**src/rtl/pipeline_ctrl.sv**
```systemverilog
// pipeline_ctrl
//   Pipeline-side partner of the hazard unit. Feeds the unit its decode
//   fields and an EX/MEM/WB shadow of destination and memory-control bits,
//   turns the unit's verdicts into PC / latch enables and flushes, and
//   sequences the HALT drain.
// Ports
//   CLK, nRST                      clock, async active-low reset
//   ihit, dhit                     instruction / data memory ready
//   id_*                           decode-stage fields and control bits
//   haz_hazard/branch/jump         hazard-unit verdicts
//   rsel1..dhit_o, instrOp..       hazard-unit inputs (pass-through + shadows)
//   pc_en .. memwb_en              latch controls, combinational this cycle
//   halt                           sticky, set once HALT retires
//   stall_cnt                      saturating count of cycles with pc_en=0
module pipeline_ctrl #(
  parameter logic [5:0] HALT_OP = 6'b111111,
  parameter int         CNT_W   = 16
) (
  input  logic             CLK,
  input  logic             nRST,
  input  logic             ihit,
  input  logic             dhit,
  input  logic [4:0]       id_rs,
  input  logic [4:0]       id_rt,
  input  logic [4:0]       id_wsel,
  input  logic             id_regWEN,
  input  logic             id_dmemREN,
  input  logic             id_dmemWEN,
  input  logic             id_equal,
  input  logic [5:0]       id_op,
  input  logic [5:0]       id_funct,
  input  logic             haz_hazard,
  input  logic             haz_branch,
  input  logic             haz_jump,
  output logic [4:0]       rsel1,
  output logic [4:0]       rsel2,
  output logic [4:0]       ex_writeReg,
  output logic [4:0]       mem_writeReg,
  output logic             ex_regWEN,
  output logic             mem_regWEN,
  output logic             ex_dmemREN,
  output logic             equal,
  output logic             dhit_o,
  output logic [5:0]       instrOp,
  output logic [5:0]       mem_instrOp,
  output logic [5:0]       instrFunc,
  output logic             pc_en,
  output logic             ifid_en,
  output logic             ifid_flush,
  output logic             idex_en,
  output logic             idex_flush,
  output logic             exmem_en,
  output logic             exmem_clr_mem,
  output logic             memwb_en,
  output logic             halt,
  output logic [CNT_W-1:0] stall_cnt
);

  typedef enum logic [1:0] {RUN, DRAIN, HALTED} state_t;

  typedef struct packed {
    logic [4:0] wsel;
    logic       regwen;
    logic       dmemren;
    logic       dmemwen;
    logic [5:0] op;
  } stg_t;

  state_t state, state_nxt;
  stg_t   id_s, ex_s, mem_s;
  logic   wb_halt;
  logic   mem_acc, stall_mem, adv, id_halt;

  // pass-through to the hazard unit
  assign rsel1     = id_rs;
  assign rsel2     = id_rt;
  assign instrOp   = id_op;
  assign instrFunc = id_funct;
  assign equal     = id_equal;
  assign dhit_o    = dhit;

  assign ex_writeReg  = ex_s.wsel;
  assign ex_regWEN    = ex_s.regwen;
  assign ex_dmemREN   = ex_s.dmemren;
  assign mem_writeReg = mem_s.wsel;
  assign mem_regWEN   = mem_s.regwen;
  assign mem_instrOp  = mem_s.op;

  assign id_s = '{wsel: id_wsel, regwen: id_regWEN, dmemren: id_dmemREN,
                  dmemwen: id_dmemWEN, op: id_op};

  assign mem_acc   = mem_s.dmemren | mem_s.dmemwen;
  assign stall_mem = mem_acc & ~dhit;
  // once draining, IF is dead so the pipe no longer waits on ihit
  assign adv       = ~stall_mem & (ihit | (state == DRAIN));
  assign id_halt   = (id_op == HALT_OP);

  // state register
  always_ff @(posedge CLK or negedge nRST) begin
    if (!nRST) state <= RUN;
    else       state <= state_nxt;
  end

  // next state
  always_comb begin
    state_nxt = state;
    case (state)
      RUN:     if (adv & ~haz_hazard & id_halt) state_nxt = DRAIN;
      DRAIN:   if (wb_halt)                     state_nxt = HALTED;
      HALTED:  state_nxt = HALTED;
      default: state_nxt = RUN;
    endcase
  end

  // outputs; held low while reset is asserted
  always_comb begin
    pc_en         = 1'b0;
    ifid_en       = 1'b0;
    ifid_flush    = 1'b0;
    idex_en       = 1'b0;
    idex_flush    = 1'b0;
    exmem_en      = 1'b0;
    exmem_clr_mem = 1'b0;
    memwb_en      = 1'b0;
    halt          = 1'b0;
    if (nRST) begin
      case (state)
        RUN: begin
          pc_en         = adv & ~haz_hazard & ~id_halt;
          ifid_en       = adv & ~haz_hazard;
          // a stalled branch is left in ID and re-resolved next cycle
          ifid_flush    = adv & ~haz_hazard & (haz_branch | haz_jump | id_halt);
          idex_en       = adv;
          exmem_en      = adv;
          memwb_en      = adv;
          idex_flush    = adv & haz_hazard;
          exmem_clr_mem = mem_acc & dhit & ~adv;
        end
        DRAIN: begin
          ifid_flush    = adv;
          idex_en       = adv;
          exmem_en      = adv;
          memwb_en      = adv;
          idex_flush    = adv;
          exmem_clr_mem = mem_acc & dhit & ~adv;
        end
        HALTED:  halt = 1'b1;
        default: ;
      endcase
    end
  end

  // stage shadows advance with the real latches (memwb_en is adv outside HALTED)
  always_ff @(posedge CLK or negedge nRST) begin
    if (!nRST) begin
      ex_s    <= '0;
      mem_s   <= '0;
      wb_halt <= 1'b0;
    end else if (memwb_en) begin
      ex_s    <= idex_flush ? '0 : id_s;
      mem_s   <= ex_s;
      wb_halt <= (mem_s.op == HALT_OP);
    end else if (exmem_clr_mem) begin
      // access finished while IF is still waiting: don't replay it
      mem_s.dmemren <= 1'b0;
      mem_s.dmemwen <= 1'b0;
    end
  end

  always_ff @(posedge CLK or negedge nRST) begin
    if (!nRST)
      stall_cnt <= '0;
    else if ((state != HALTED) && !pc_en && (stall_cnt != '1))
      stall_cnt <= stall_cnt + 1'b1;
  end

endmodule

```
**config.mk**
```make
export PLATFORM = sky130hd
export DESIGN_NAME = pipeline_ctrl
export DESIGN_NICKNAME = d
export VERILOG_FILES = /design/src/rtl/pipeline_ctrl.sv
export SDC_FILE = /design/constraint.sdc
export NUM_CORES = 1
export LEC_CHECK = 0
export ABC_CLOCK_PERIOD_IN_PS = 2300
export CAP_MARGIN = 5
export CORE_MARGIN = 2
export CORE_UTILIZATION = 43
export DETAILED_ROUTE_END_ITERATION = 12
export GPL_TIMING_DRIVEN = 1
export PLACE_DENSITY_LB_ADDON = 0.1
export SETUP_SLACK_MARGIN = 0.05
export SLEW_MARGIN = 20
export SYNTH_ARGS = -nofsm -noshare
export SYNTH_HDL_FRONTEND = slang
export SYNTH_SLANG_ARGS = --single-unit
```
**constraint.sdc**
```tcl
create_clock -name CLK -period 2.3 [get_ports CLK]
set_input_delay 0.46 -clock CLK [delete_from_list [all_inputs] [get_ports CLK]]
set_output_delay 0.46 -clock CLK [all_outputs]
set_load 0.01 [all_outputs]
```
==> flow_summary.toml <==
[run_status]
status = "finished clean"

[synthesis]
synth.top_cells.by_area = "dfrtp_1 47%, buf_4 13%, nand2_1 12%, nand3_1 4.8%, xnor2_1 3.9%"
yosys_warnings = 0
synthCells = 272
synth.avg_cell_area_um2 = 9.15
synth_nets = 314
synth_cell_types = 31
yosysSeqAreaShare_pct = 47.3
synth_seq_cells = 47
netlist_area_um2 = 2490
yosysTopAreaCellShare_pct = 47.3
synth_area_leader_cell = "dfrtp_1"

[route]
dr.max_layer_used = "met4"
ant_nets = 0
drc = 0
wl_met1_um = 2490
wl_per_cell_um = 13.0
drt_iter0_markers = 49
drt-total-wl_um = 5300
viasPerCell = 4.75
met3WireLength_um = 346
dr.pass1.iters = 4
num_vias = 1944
dr_wl_met2_um = 2410

[sta]
fin_crit_ns = 2.21
totalNegativeSetupSlack_ns = 0
rsz0062_at_grt = "yes"
final_hold_viol_count = 0
finalCritPeriodShare_pct = 96.3
hold-worst-slack_ns = 0.334
fmax_mhz = 452
worst_slew_pin_slew_ns = 0.586
slew_violations = 0
setup_viol = 0
finalClockSkew_ns = 0.00842
slew_headroom_pct = 60.9
fin_ws_ns = 0.0852

[worst_setup_path]
critPathLaunchType = "primary input"
crit_family = "buffers and inverters"
cp_cell_sequence = "clkdlybuf4s50_1 -> o21bai_2 -> o211a_1 -> o21ai_4 -> nor2_1 -> clkdlybuf4s15_1"
crit_slowest_cell = "clkdlybuf4s50_1"
r2r_cells = 14
required_ns = 1.84
max_stage_delay_ns = 0.49
cp.buffers_inverters = 2
critPathKind = "primary input to output port"
cp_max_fo = 6
cp.arrival_ns = 1.75
cp.depth = 6
endpoint_kind = "output port"

[finish]
syn_to_final_growth_pct = 35.2
seq_area_um2 = 1180
nets = 378
final_layout_size_suffix_gt1_share_pct = 20.5
multi_input_area_um2 = 981
n_fill_cell = 515
antenna_cells = 0
finalInstanceArea_um2 = 3360

[clocking]
clkLatencyLatePin_ns = 0.30
cts_tree = "yes"
clk_pin_slew_ns = 0.09
cts_buffers = 5
htreeDepth = 2
clock-sinks = 47
clk_path_buf_depth = 2
cts_root_buf = "clkbuf_8"

[floorplan]
io_pins = 106
die_w_um = 80.1
initial_core_util_pct = 44.9
fp.dieH_um = 80.1
rows = 27
core_um2 = 5540
die_area_um2 = 6410

[worst_hold_path]
worstHoldPathType = "primary input to async pin"

[place]
place_area_um2 = 3130
io_buffers = 71
pre_cts_ws_ns = -0.279
gp_congestion = 0.748
hpwl_um = 3780

[global_routing]
grt_start_max_net_pins = 48
grt_pass1_wl_um = 8780
grtUsageTotal_pct = 17.3
grt_pass1_vias = 1867
grt_antenna_before_repair = 0
grt_overflow = 0

[flow_run]
maxCapViolations = 0

[pwr]
p_per_area_nw_per_um2 = 907
total_leakage_power_nw = 1.62
peakVddDrop_mv = 0.502
cells in the final DEF, fill, tap and decap left out, types with 2 or more instances in the layout:
| cell | instances |
|---|---|
| nor2_1 | 12 |
| inv_1 | 3 |
| dlymetal6s2s_1 | 2 |
| xnor2_1 | 11 |
| inv_2 | 3 |
| nand2_1 | 77 |
| dfrtp_1 | 46 |
| buf_2 | 2 |
| ha_4 | 2 |
| and2_1 | 2 |
| clkbuf_8 | 6 |
| buf_4 | 35 |
| mux2_2 | 4 |
| and4_1 | 2 |
| nand3_1 | 23 |
| nand4_1 | 9 |
| a21oi_1 | 2 |
| clkdlybuf4s50_1 | 60 |
| o21ai_0 | 3 |
| dlygate4sd2_1 | 5 |
kinds of logic (layout without fill, tap and decap cells):
family | Yosys count | in the layout | share of synthesized area, %
simple gates | 135 | 135 | 24.6
buf+inv | 57 | 122 | 15.5
flops | 47 | 47 | 47.3
compound gates | 12 | 12 | 4.12
xor+xnor | 12 | 12 | 4.22
mux | 5 | 5 | 2.21
fa+ha+maj | 4 | 4 | 2.01
cell type report:
| cell class | count | area share, % |
|---|---|---|
| Clock buffer | 6 | 2.45 |
| Sequential cell | 47 | 35.0 |
| Multi-Input combinational cell | 168 | 29.2 |
| Clock inverter | 2 | 0.483 |
| Tap cell | 72 | 2.68 |
| Timing Repair Buffer | 108 | 29.6 |
| Inverter | 6 | 0.669 |
routing by layer:
layer  up-vias  GRT usage (%)
met5         -              0
met4         0           4.75
met3         8           4.38
met2        63           27.0
met1       896           24.1
li1        977              -
Yosys cell counts:
| master | number |
|---|---|
| nor2b_1 | 2 |
| inv_1 | 6 |
| xor2_1 | 1 |
| nor4b_1 | 1 |
| a21o_2 | 1 |
| and3_1 | 1 |
| nor4_4 | 1 |
| xnor2_1 | 11 |
| a221oi_4 | 1 |
| nand3_1 | 24 |
| a21oi_1 | 2 |
| and2_2 | 1 |
| dfrtp_1 | 47 |
| nor2_1 | 12 |
| o31ai_1 | 1 |
| nand2b_1 | 1 |
| o211a_1 | 1 |
| o21ai_0 | 4 |
| nand2_1 | 77 |
| buf_6 | 2 |
| clkbuf_1 | 7 |
| mux2_2 | 4 |
| mux2i_1 | 1 |
| and4_1 | 2 |
| nand4_1 | 9 |
| buf_4 | 42 |
| nor3_1 | 2 |
| o2111a_2 | 1 |
| and2_1 | 2 |
| o21bai_1 | 1 |
| ha_1 | 4 |
repair_timing:
action,CTS,global route
setup endpoints to repair,8,10
hold buffers,0,0
resized for setup,19,12
pin swaps,2,3
gates cloned,0,0
buffers inserted,9,3
registers in the layout (all words and copies together) (netlist names):
register and flops:
mem_writeReg 5, ex_writeReg 5, stall_cnt 16, ex_regWEN 1, mem_s 2, wb_halt 1
mem_instrOp 6, mem_regWEN 1, ex_dmemREN 1, state 2, ex_s 7
report_power, final:
part           internal (mW)  leakage, nW  switching (mW)
clock network          0.246       0.0474           0.279
registers               1.09        0.619           0.214
logic                  0.686        0.956           0.532
metrics by stage:
step	utilization, %	total power, mW	std cells
6_report	60.7	3.05	409
2_1_floorplan	-	2.04	272
3_5_place_dp	56.5	2.51	390
3_3_place_gp	56.5	2.50	390
5_1_grt	60.7	3.28	409
4_1_cts	59.6	3.06	407
worst register-to-register path: cells and delay by family (launching register included):
family | cells | cell delay (ns)
AND/OR/NAND/NOR | 3 | 0.25
flip-flops | 1 | 0.44
adder cells (fa/ha/maj) | 1 | 0.14
buffers and inverters | 10 | 1.19
path summary, 6_finish.rpt:
path                                           start                    endpoint  slack (ns)
worst min register to register   ex_s[0]$_DFFE_PN0P_  mem_instrOp[0]$_DFFE_PN0P_        0.47
min in group CLK                 ex_s[0]$_DFFE_PN0P_  mem_instrOp[0]$_DFFE_PN0P_        0.47
worst min-delay path                            nRST         ex_s[4]$_DFFE_PN0P_        0.33
worst max-delay path                            dhit                  ifid_flush        0.09
max in group asynchronous                       nRST        state[0]$_DFFE_PN0P_        1.54
worst max register to register  state[0]$_DFFE_PN0P_        mem_s[7]$_DFFE_PN0P_        0.19
(Power assumes the default switching activity.)
